--- src/rtl/da_fir_sequencer_pkg.sv ---
// Shared types and helpers for the distributed-arithmetic FIR sequencer.
//   seq_state_t : sequencer FSM encoding
//   steps()     : number of accumulate steps (bit-slices) per sample
package da_ctrl_pkg;

    typedef enum logic [1:0] {
        IDLE  = 2'd0,
        LOAD  = 2'd1,
        ACCUM = 2'd2,
        DONE  = 2'd3
    } seq_state_t;

    function automatic int steps(input int word_width, input int slice_width);
        return word_width / slice_width;
    endfunction

endpackage

--- src/rtl/da_fir_sequencer_slice_counter.sv ---
// Bit-slice index counter for the DA accumulate phase.
//   clk   : clock, rising edge
//   rst   : synchronous active-high reset
//   clr   : load zero (takes priority over inc)
//   inc   : advance one slice
//   cnt   : current slice index
//   last  : cnt is the final (sign) slice
module da_slice_counter #(
    parameter int STEPS = 4,
    parameter int CNT_W = 2
) (
    input  logic             clk,
    input  logic             rst,
    input  logic             clr,
    input  logic             inc,
    output logic [CNT_W-1:0] cnt,
    output logic             last
);

    assign last = (cnt == CNT_W'(STEPS - 1));

    // Saturates on the last slice so the index stays put after the
    // accumulate phase; LOAD always clears it before the next sample.
    always_ff @(posedge clk) begin
        if (rst) begin
            cnt <= '0;
        end else if (clr) begin
            cnt <= '0;
        end else if (inc && !last) begin
            cnt <= cnt + CNT_W'(1);
        end
    end

endmodule

--- src/rtl/da_fir_sequencer.sv ---
// Handshaked scheduler for the distributed-arithmetic FIR datapath.
// Accepts one sample, issues a load cycle and one accumulate cycle per
// bit-slice (LSB first, sign slice subtracted), then holds the result valid
// until the consumer takes it.
//   clk, rst              : clock / synchronous active-high reset
//   en                    : global enable, 0 freezes everything
//   in_valid/in_ready     : sample handshake, in_data is the sample
//   x_out, x_we           : registered sample and delay-line shift strobe
//   acc_clr/en/sub        : accumulator clear / accumulate / subtract
//   slice_sel             : slice index being accumulated
//   res_cap               : capture accumulator into the output register
//   out_valid/out_ready   : result handshake
//   busy                  : not idle
//
// state | meaning
// IDLE  | waiting for a sample
// LOAD  | shift sample into delay line, clear accumulator
// ACCUM | one bit-slice per cycle, result captured on the last
// DONE  | result valid, waiting for the consumer
module da_fir_sequencer
    import da_ctrl_pkg::*;
#(
    parameter  int WORD_WIDTH  = 16,
    parameter  int SLICE_WIDTH = 4,
    localparam int STEPS       = steps(WORD_WIDTH, SLICE_WIDTH),
    localparam int SEL_W       = $clog2(STEPS)
) (
    input  logic                  clk,
    input  logic                  rst,
    input  logic                  en,
    input  logic                  in_valid,
    output logic                  in_ready,
    input  logic [WORD_WIDTH-1:0] in_data,
    output logic [WORD_WIDTH-1:0] x_out,
    output logic                  x_we,
    output logic                  acc_clr,
    output logic                  acc_en,
    output logic                  acc_sub,
    output logic [SEL_W-1:0]      slice_sel,
    output logic                  res_cap,
    output logic                  out_valid,
    input  logic                  out_ready,
    output logic                  busy
);

    if ((WORD_WIDTH % SLICE_WIDTH) != 0 || STEPS < 2) begin : g_bad_params
        $error("da_fir_sequencer: WORD_WIDTH must be a multiple of SLICE_WIDTH with at least 2 slices");
    end

    seq_state_t       state, state_nxt;
    logic             accept;
    logic             last_slice;
    logic [SEL_W-1:0] slice_cnt;

    da_slice_counter #(
        .STEPS (STEPS),
        .CNT_W (SEL_W)
    ) u_slice_cnt (
        .clk  (clk),
        .rst  (rst),
        .clr  (en && state == LOAD),
        .inc  (en && state == ACCUM),
        .cnt  (slice_cnt),
        .last (last_slice)
    );

    // in_ready is held low during reset so nothing is accepted that the
    // reset would immediately discard.
    always_comb begin
        in_ready = 1'b0;
        if (en && !rst) begin
            case (state)
                IDLE:    in_ready = 1'b1;
                DONE:    in_ready = out_ready;
                default: in_ready = 1'b0;
            endcase
        end
    end

    assign accept = in_valid && in_ready;

    always_ff @(posedge clk) begin
        if (rst) begin
            state <= IDLE;
            x_out <= '0;
        end else begin
            state <= state_nxt;
            if (accept) begin
                x_out <= in_data;
            end
        end
    end

    // The result transfer is also qualified by en: a frozen sequencer does
    // not consume out_ready.
    always_comb begin
        state_nxt = state;
        if (en) begin
            case (state)
                IDLE:    if (accept) state_nxt = LOAD;
                LOAD:    state_nxt = ACCUM;
                ACCUM:   if (last_slice) state_nxt = DONE;
                DONE: begin
                    if (accept)         state_nxt = LOAD;
                    else if (out_ready) state_nxt = IDLE;
                end
                default: state_nxt = IDLE;
            endcase
        end
    end

    always_comb begin
        x_we      = 1'b0;
        acc_clr   = 1'b0;
        acc_en    = 1'b0;
        acc_sub   = 1'b0;
        res_cap   = 1'b0;
        out_valid = (state == DONE);
        busy      = (state != IDLE);
        slice_sel = slice_cnt;
        if (en) begin
            case (state)
                LOAD: begin
                    x_we    = 1'b1;
                    acc_clr = 1'b1;
                end
                ACCUM: begin
                    acc_en  = 1'b1;
                    acc_sub = last_slice;
                    res_cap = last_slice;
                end
                default: ;
            endcase
        end
    end

endmodule

--- config.mk ---
export PLATFORM = sky130hd
export DESIGN_NAME = da_fir_sequencer
export DESIGN_NICKNAME = d
export VERILOG_FILES = /design/src/rtl/da_fir_sequencer_pkg.sv /design/src/rtl/da_fir_sequencer_slice_counter.sv /design/src/rtl/da_fir_sequencer.sv
export SDC_FILE = /design/constraint.sdc
export NUM_CORES = 1
export LEC_CHECK = 0
export CAP_MARGIN = 20
export CELL_PAD_IN_SITES_DETAIL_PLACEMENT = 0
export CELL_PAD_IN_SITES_GLOBAL_PLACEMENT = 1
export CORE_AREA = 2 2 62 64
export CTS_CLUSTER_SIZE = 30
export DETAILED_ROUTE_END_ITERATION = 8
export DIE_AREA = 0 0 64 66
export PLACE_DENSITY = 0.79
export SYNTH_ARGS = -nofsm -noshare
export SYNTH_HDL_FRONTEND = slang
export SYNTH_SLANG_ARGS = --single-unit
--- constraint.sdc ---
create_clock -name clk -period 2.1 [get_ports clk]
set_input_delay 0.42 -clock clk [delete_from_list [all_inputs] [get_ports clk]]
set_output_delay 0.42 -clock clk [all_outputs]
set_load 0.005 [all_outputs]
==> impl_metrics.csv <==
group,metric,value,unit
timing,timing.fmax,502,MHz
synthesis,synth_compound_area_share,6.33,%
synthesis,ys_seq_area_share,42.2,%
critical_path,cp.arrival,1570,ps
routing,drtPass1Iterations,4,
floorplanning,coreArea,3550,µm²
synthesis,yosysTopAreaCell,"dfxtp_1",
synthesis,synth_ff_type,"dfxtp_1",
timing,period_needed,1990,ps
synthesis,syn_inst,93,
cts,path_clk_slew,110,ps
critical_path,startpoint_type,"register",
cts,cts-buffers-inserted,3,
routing,routed_wl,2.14,mm
timing,worst_slack,107,ps
global_routing,grt_max_degree,23,
critical_path,cp_slowest_stage_delay,510,ps
run_status,status,"complete, no violations",
synthesis,synth_top_family_by_area,"multiplexers",
synthesis,synth_edf_count,0,
synthesis,synth_top_area_share,42.2,%
cts,cts.sink_count,20,
critical_path,r2r_setup_slack,370,ps
floorplanning,start_util,26.7,%
routing,ant_nets,0,
min_path,hold_class,"reg -> reg",
timing,report.final.slew_viol_count,0,
floorplanning,die-height,66,µm
floorplanning,die_width,64,µm
timing,fin_tns_setup,0,ps
routing,vias,797,
routing,vias_per_cell,4.26,
placed_design,dp_hpwl,1.66,mm
pwr,power_density,507,nW/µm²
synthesis,synthMuxAreaShare,19.0,%
synthesis,synth_area,948,µm²
critical_path,cp_max_fo,4,
timing,finalSetupViolations,0,
synthesis,synthesis.nets,119,
cts,clk_latency,290,ps
cts,ctsHoldBuffers,0,
cells_and_area,fin_util,42.0,%
timing,rsz0062_at_grt,"false",
pwr,leakage,0.567,nW
pwr,ir_drop,0.240,mV
synthesis,synthAdderAreaFrac,6.60,%
timing,hold_violations,0,
critical_path,cp.required,1680,ps
synthesis,synthXorXnorAreaFrac,0.923,%
pwr,power,0.756,mW
placed_design,numPortBuffers,46,
cells_and_area,nets,167,
global_routing,gr-usage-all-layers,10.9,%
routing,drcViolationCount,0,
timing,min_period_over_period,94.9,%
job,maxCapViolCount,0,
synthesis,yosysUniqueCellTypes,25,
placed_design,dp_worst_setup_slack,-147,ps
floorplanning,die_area,4220,µm²
critical_path,path_cells,"inv_2 > ha_2 > and3_1 > clkdlybuf4s50_1",
cells_and_area,drive_above_1_share,12.2,%
synthesis,synth_common_cells,"dfxtp_1 (20), mux2i_1 (18), nor2_1 (18)",
synthesis,synthSimpleGateAreaFrac,18.2,%
floorplanning,rows,22,
global_routing,antenna_found_initial,0,
timing,relSlewSlack,74.3,%
cells_and_area,syn_to_final_growth,57.3,%
synthesis,yosysWarningCount,0,
timing,finalClockSkew,0.860,ps
global_routing,grt_pass1_vias,826,
synthesis,async_reset_ff_share,0,%
cts,cts_tree,"yes",
cts,cts_max_level,1,
synthesis,synth_seq_cells,20,
placed_design,place.gp.congestion,0.662,
synthesis,yosys-top-cells-area,"dfxtp_1 (42%), mux2i_1 (19%), nor2_1 (7.1%), ha_1 (6.6%), nor4b_4 (2.5%)",
floorplanning,io_pins,47,
critical_path,criticalPathCategory,"reg -> out",
critical_path,critPathCaptureType,"output pin",
cells_and_area,antenna_cells,0,
synthesis,yosysMostFrequentCell,"dfxtp_1",
timing,tightest_slew,382,ps
synthesis,syn_area_per_cell,10.2,µm²
timing,holdWs,505,ps
routing,drtIter0Drc,13,
cts,clockRootBuffer,"clkbuf_4",
cts,cts_buffer_depth,2,
critical_path,cp_slowest_cell,"clkdlybuf4s50_1",
global_routing,grt_first_pass_wirelength,3.60,mm
routing,wl_per_cell,11.4,µm
global_routing,grt_remaining_overflow,0,
layer usage:
layer  share of wire (%)  vias up  GRT usage (%)  wire length, µm
li1                    -      399              -                -
met1                  43      365           12.5              923
met2                  50       33           20.1             1060
met3                 7.1        0           2.39              151
met4                   0        0           3.26                0
met5                   0        -              0                0
kinds of logic (layout without fill, tap and decap cells):
kind of cell,Yosys count,in the layout
AOI/OAI and AO/OA,7,7
buffers and inverters,11,57
muxes,18,18
and+or+nand+nor,31,31
adders and majority gates,5,5
DFF,20,20
xor gates and xnor gates,1,1
layout make-up:
type	instances	area, µm²
tap	48	60.1
fill	366	2060
inverter	5	18.8
sequential	20	403
clock buffer	3	22.5
timing repair buffer	49	493
multi-input combinational	62	494
worst max-delay path, delay by kind of cell (launching register included):
family,cells,cell delay (ps)
adders and majority gates,1,180
and+or+nand+nor,1,180
DFF,1,350
buffers and inverters,2,580
layout by cell type (no fill, tap or decap):
master | synthesis | routed
a21oi_2 | 1 | 1
nor2_1 | 18 | 18
nand2_1 | 1 | 1
nor4b_1 | 1 | 1
inv_1 | 5 | 4
nor3_2 | 0 | 1
nand2b_4 | 1 | 1
dfxtp_2 | 0 | 2
nor4b_4 | 1 | 1
o31ai_1 | 1 | 1
inv_2 | 0 | 1
clkdlybuf4s50_1 | 0 | 44
nor2b_1 | 2 | 2
nand2b_1 | 2 | 2
dfxtp_1 | 20 | 18
a221o_1 | 1 | 1
and3_1 | 1 | 1
buf_4 | 2 | 2
ha_2 | 0 | 2
dlygate4sd2_1 | 0 | 2
xnor2_1 | 1 | 1
clkbuf_4 | 0 | 3
mux2i_1 | 18 | 18
o21bai_4 | 1 | 1
o21ai_0 | 1 | 1
and2_1 | 2 | 2
buf_12 | 0 | 1
a21oi_1 | 2 | 2
ha_1 | 5 | 3
or2_2 | 1 | 1
path summary, 6_finish.rpt:
path                  from   endpoint  cells past startpoint
setup / recovery  state[0]    res_cap                      4
hold / removal    x_out[5]   x_out[5]                      2
setup reg to reg  state[0]  x_out[14]                      7
hold reg to reg   x_out[5]   x_out[5]                      2
power breakdown:
part           switching, mW  leakage, nW  internal [mW]  total (mW)
registers            0.00943        0.163          0.395       0.405
clock network          0.109       0.0138         0.0667       0.176
logic                 0.0672        0.390          0.108       0.175
per-stage QoR:
step / instance area, µm² / cells
2_1_floorplan: 948 / 93
3_3_place_gp: 1460 / 184
3_5_place_dp: 1460 / 184
4_1_cts: 1490 / 187
5_1_grt: 1490 / 187
6_report: 1490 / 187
sequential cells by signal, indices dropped and copies added (netlist names):
name             flops
state                2
u_slice_cnt.cnt      2
x_out               16
what timing repair did:
action	4_1_cts	5_1_grt
setup endpoints to repair	5	3
resized for setup	6	2
gates cloned	0	0
hold endpoints to repair	0	0
setup buffers	0	0
No activity file was read; power rests on OpenSTA's default activity.
